[config.mk]
export PLATFORM = sky130hd
export DESIGN_NAME = gated_counter
export DESIGN_NICKNAME = d
export VERILOG_FILES = /design/src/rtl/gated_counter.sv
export SDC_FILE = /design/constraint.sdc
export NUM_CORES = 1
export LEC_CHECK = 0
export CAP_MARGIN = 30
export CORE_AREA = 3 3 40 42
export DETAILED_ROUTE_END_ITERATION = 8
export DIE_AREA = 0 0 43 45
export PLACE_DENSITY_LB_ADDON = 0.3
export SKIP_CTS_REPAIR_TIMING = 1
export SLEW_MARGIN = 20
export SYNTH_ARGS = -nofsm -noshare
export SYNTH_HDL_FRONTEND = slang
export SYNTH_SLANG_ARGS = --single-unit
[constraint.sdc]
create_clock -name clk -period 2 [get_ports clk]
set_input_delay 0.4 -clock clk [delete_from_list [all_inputs] [get_ports clk]]
set_output_delay 0.4 -clock clk [all_outputs]
set_load 0.1 [all_outputs]
[src/rtl/gated_counter.sv]
// ---------------------------------------------------------------------------
// gated_counter
//   Free-running up-counter advanced by one on every rising clock edge that
//   samples `active` high. The count wraps modulo 2^WIDTH, and a one-cycle
//   `overflow` pulse accompanies the wrap from all-ones to zero.
//
// Parameters
//   WIDTH    : counter width in bits (>= 2)
//
// Ports
//   clk      : input  clock, all state changes on its rising edge
//   rst_n    : input  synchronous active-low reset (priority over active)
//   active   : input  count enable, sampled on each rising edge
//   counter  : output current count value (registered)
//   overflow : output high for exactly one cycle after a wrap (registered)
// ---------------------------------------------------------------------------
module gated_counter #(
    parameter int WIDTH = 8
) (
    input  logic             clk,
    input  logic             rst_n,
    input  logic             active,
    output logic [WIDTH-1:0] counter,
    output logic             overflow
);

    typedef enum logic [0:0] {
        IDLE  = 1'b0,
        COUNT = 1'b1
    } state_t;

    state_t           state_r;
    logic [WIDTH-1:0] count_r;
    logic             overflow_r;

    logic [WIDTH-1:0] next_count_s;
    logic             carry_s;

    // Incrementer: the carry out of the WIDTH-bit add is exactly the wrap event.
    always_comb begin
        {carry_s, next_count_s} = {1'b0, count_r} + {{WIDTH{1'b0}}, 1'b1};
    end

    // Control FSM plus count/overflow registers; reset wins over active.
    always_ff @(posedge clk) begin
        if (!rst_n) begin
            state_r    <= IDLE;
            count_r    <= {WIDTH{1'b0}};
            overflow_r <= 1'b0;
        end else begin
            case (state_r)
                IDLE: begin
                    if (active) begin
                        // Entering COUNT increments on this same edge: no dead cycle.
                        state_r    <= COUNT;
                        count_r    <= next_count_s;
                        overflow_r <= carry_s;
                    end else begin
                        state_r    <= IDLE;
                        count_r    <= count_r;
                        overflow_r <= 1'b0;
                    end
                end
                COUNT: begin
                    if (active) begin
                        state_r    <= COUNT;
                        count_r    <= next_count_s;
                        overflow_r <= carry_s;
                    end else begin
                        // Holding, even at all-ones, never raises overflow.
                        state_r    <= IDLE;
                        count_r    <= count_r;
                        overflow_r <= 1'b0;
                    end
                end
                default: begin
                    state_r    <= IDLE;
                    count_r    <= count_r;
                    overflow_r <= 1'b0;
                end
            endcase
        end
    end

    assign counter  = count_r;
    assign overflow = overflow_r;

endmodule

* Word-level counts from Yosys, hierarchy flattened
Index checks and enable logic that the tools add are counted.
** Storage, ports and cells
- Register bits :: 9
- Input bits :: 3
- Output and inout port bits :: 9
- Logic and storage cells :: 5
** Cells by class
- Add/subtract/negate cells :: 1
- Mux-type cells :: 1
- Reduce and logical (&&, ||, !) cells :: 1
** Operators with widths (count)
- 8-bit by 1-bit adder with 9-bit output (second input constant) :: 1
- 8-bit two-way mux :: 1
- 2-bit AND reduction :: 1

* Depth between registers and ports, before layout
- Word-level depth :: 2
- Gate-level depth with buffers :: 4
- Depth with buffers taken out :: 4

* Least setup slack after synthesis
No wires, ideal clock.
- Path kind :: register to register
- From :: register count_r[0] (netlist: counter[0])
- To :: register count_r[6] (netlist: counter[6])
- Library setup time :: 0.070 ns
- Arrival :: 1.952 ns
- Required time :: 1.930 ns
- Slack :: -0.022 ns
- Stages on the path, launching flop included :: 5
- Buffers on the path :: 0
- Period minus slack after synthesis :: 2.022 ns
- Cell sequence :: dfxtp_1 > ha_1 > nand4_2 > or3_1 > a21boi_1
** Between the ends
- Word-level cells in the longest chain between the ends :: 2
** RTL lines
- start: declaration :: RTL line 33 : logic [WIDTH-1:0] count_r;
- start signal: assignment :: RTL line 48 : count_r <= {WIDTH{1'b0}};
- start signal: assignment :: RTL line 56 : count_r <= next_count_s;
- start signal: assignment :: RTL line 60 : count_r <= count_r;
- 8-bit by 1-bit adder with 9-bit output :: RTL line 41 : {carry_s, next_count_s} = {1'b0, count_r} + {{WIDTH{1'b0}}, 1'b1};
- 8-bit two-way mux :: RTL line 53, 65
No other way between the ends. The select of a mux whose other input is x is not followed.
A chain may end at the register's enable or synchronous reset.

==> flow_metrics.tcl <==
set metrics [dict create \
    leakage_nw 0.218 \
    vias 313 \
    finalSetupViolCount 0 \
    final_hold_viol_count 0 \
    rows 13 \
    min_path_type "reg -> reg" \
    max_freq_ghz 0.670 \
    cts.sinks 9 \
    reg2reg_from "counter[0]" \
    cts_tree "done" \
    ios 12 \
    yosys.area.top_type "dfxtp_1" \
    synth.distinct_cells 16 \
    cp-start-kind "input pin" \
    rsz0062_at_grt "no" \
    worst_hold_slack_ns 0.481 \
    grt_remaining_overflow 0 \
    synthTopCellsByCount "dfxtp_1 (9), nand2_1 (5), and2_1 (4)" \
    cts_root_buf "clkbuf_4" \
    drt-initial-drc-count 3 \
    drc 0 \
    area_growth_pct 39.3 \
    portBuffers 11 \
    ant_nets 0 \
    synthCells 38 \
    fin_tns_setup_ns 0 \
    power_density_nw_per_um2 735 \
    cp-end-kind "flip-flop" \
    timing.slew.headroom 0.804 \
    critPathKind "in -> reg" \
    reg2reg_slack_ns 0.70 \
    synthArstFlopShare 0 \
    synthTopCellsByArea "dfxtp_1 (48%), xnor2_1 (7.0%), and2_1 (6.7%)" \
    yosys_warnings 0 \
    period_minus_slack_ns 1.49 \
    core_area_um2 1280 \
    clk_transition_reported_paths_ns 0.06 \
    grt_max_degree 10 \
    numCtsBuffers 3 \
    via_per_inst 4.60 \
    antenna_cells 0 \
    period_share 0.747 \
    postSynthAreaPerCell_um2 9.88 \
    tightest_slew_ns 0.294 \
    place_hpwl_um 544 \
    worstPathArrival_ns 1.68 \
    rr_endpoint "counter[6]" \
    yosysTopAreaCellShare 0.480 \
    yosysMostFrequentCell "dfxtp_1" \
    h-tree-depth 1 \
    min_from "counter[7]" \
    grt_pass1_wl_mm 1.22 \
    clkLatencyLatePin_ns 0.26 \
    path_max_fanout 5 \
    antenna_found_initial 0 \
    fillers 134 \
    ys.flop_type "dfxtp_1" \
    ir_worst_vdd_mv 0.283 \
    drt-wirelength-per-cell_um 11.0 \
    syn_nets 42 \
    skew_ns 0.00218 \
    r2r_cells 4 \
    grt_usage 0.0887 \
    start_util 0.292 \
    fin_nets 58 \
    synth-seq-area-share 0.480 \
    die_area_um2 1940 \
    ys_seq_elements 9 \
    die_h_um 45 \
    gp_congestion 0.677 \
    synth.cell_area_um2 375 \
    hold-path-endpoint "overflow" \
    grt_pass1_vias 281 \
    dr.pass1.iters 2 \
    worstPathRequired_ns 2.19 \
    drv_slew 0 \
    dieWidth_um 43 \
    status "completed" \
    wirelength_um 745 \
    maxCapViolations 0 \
    clockBufferDepth 2 \
    synth_edf_count 0 \
    drive_gt1_frac 0.283 \
    hold_path_depth 2 \
]
[worst max-delay path by stage]
stage / startpoint / to / slack (ns) / cells past startpoint
floorplan: counter[2] / counter[6] / 0.17 / 3
global placement: active / counter[6] / 0.28 / 4
detailed placement: active / counter[7] / 0.22 / 4
CTS: active / counter[7] / 0.49 / 4
global route: active / counter[7] / 0.40 / 4
finish: active / counter[6] / 0.51 / 4
[flip-flops by register name, summed over array words and instances, names as in the netlist]
register	count
overflow	1
counter	8
[logic make-up (layout without fill, tap and decap cells)]
family	after synthesis	after routing	synth area share
mux	2	2	0.0533
buf+inv	0	15	0
simple gates	18	18	0.273
flops	9	9	0.480
xor+xnor	4	4	0.0934
fa+ha+maj	1	1	0.0333
compound gates	4	4	0.0667
[layout by cell type (no fill, tap or decap), types with 2 or more instances in the layout]
| cell | count |
|---|---|
| a21boi_1 | 2 |
| and2_1 | 4 |
| buf_4 | 8 |
| clkbuf_4 | 3 |
| clkdlybuf4s50_1 | 2 |
| dfxtp_1 | 7 |
| dfxtp_2 | 2 |
| mux2i_1 | 2 |
| nand2_1 | 5 |
| nor3_1 | 2 |
| o21ai_0 | 2 |
| or3_1 | 2 |
| xnor2_1 | 3 |
[power by group]
part	switching, mW	internal [mW]	leakage, nW	total [mW]
registers	0.00496	0.185	0.0736	0.190
clock network	0.0604	0.0767	0.0150	0.137
logic	0.0415	0.0161	0.129	0.0577
[layout make-up]
type / instances / area, um^2 / area share
multi-input cells: 29 / 195 / 0.373
repair buffers: 11 / 100 / 0.191
clock buffers: 4 / 26.3 / 0.0502
well taps: 15 / 18.8 / 0.0359
flip-flops and latches: 9 / 183 / 0.349
[critical path: stages]
cell,delay (ns)
clkdlybuf4s50_1,0.58
nand4_2,0.16
or3_1,0.38
a21boi_1,0.15
[per-layer routing]
metal  up-vias  global-route usage  part of all wire
li1        160                   -                 -
met1       145              0.0954              0.42
met2         8               0.147              0.51
met3         0              0.0598             0.071
met4         0              0.0181                 0
met5         -                   0                 0
[through the flow]
step | instance area [um^2] | cells | util | worst slack (ns) | total power [mW]
global placement | 497 | 64 | 0.387 | 0.277 | 0.251
floorplan | 378 | 38 | - | 0.168 | 0.235
CTS | 523 | 68 | 0.407 | 0.491 | 0.389
global route | 523 | 68 | 0.407 | 0.404 | 0.406
finish | 523 | 68 | 0.407 | 0.507 | 0.384
detailed placement | 497 | 64 | 0.387 | 0.224 | 0.251
No activity file was read; power rests on OpenSTA's default activity.
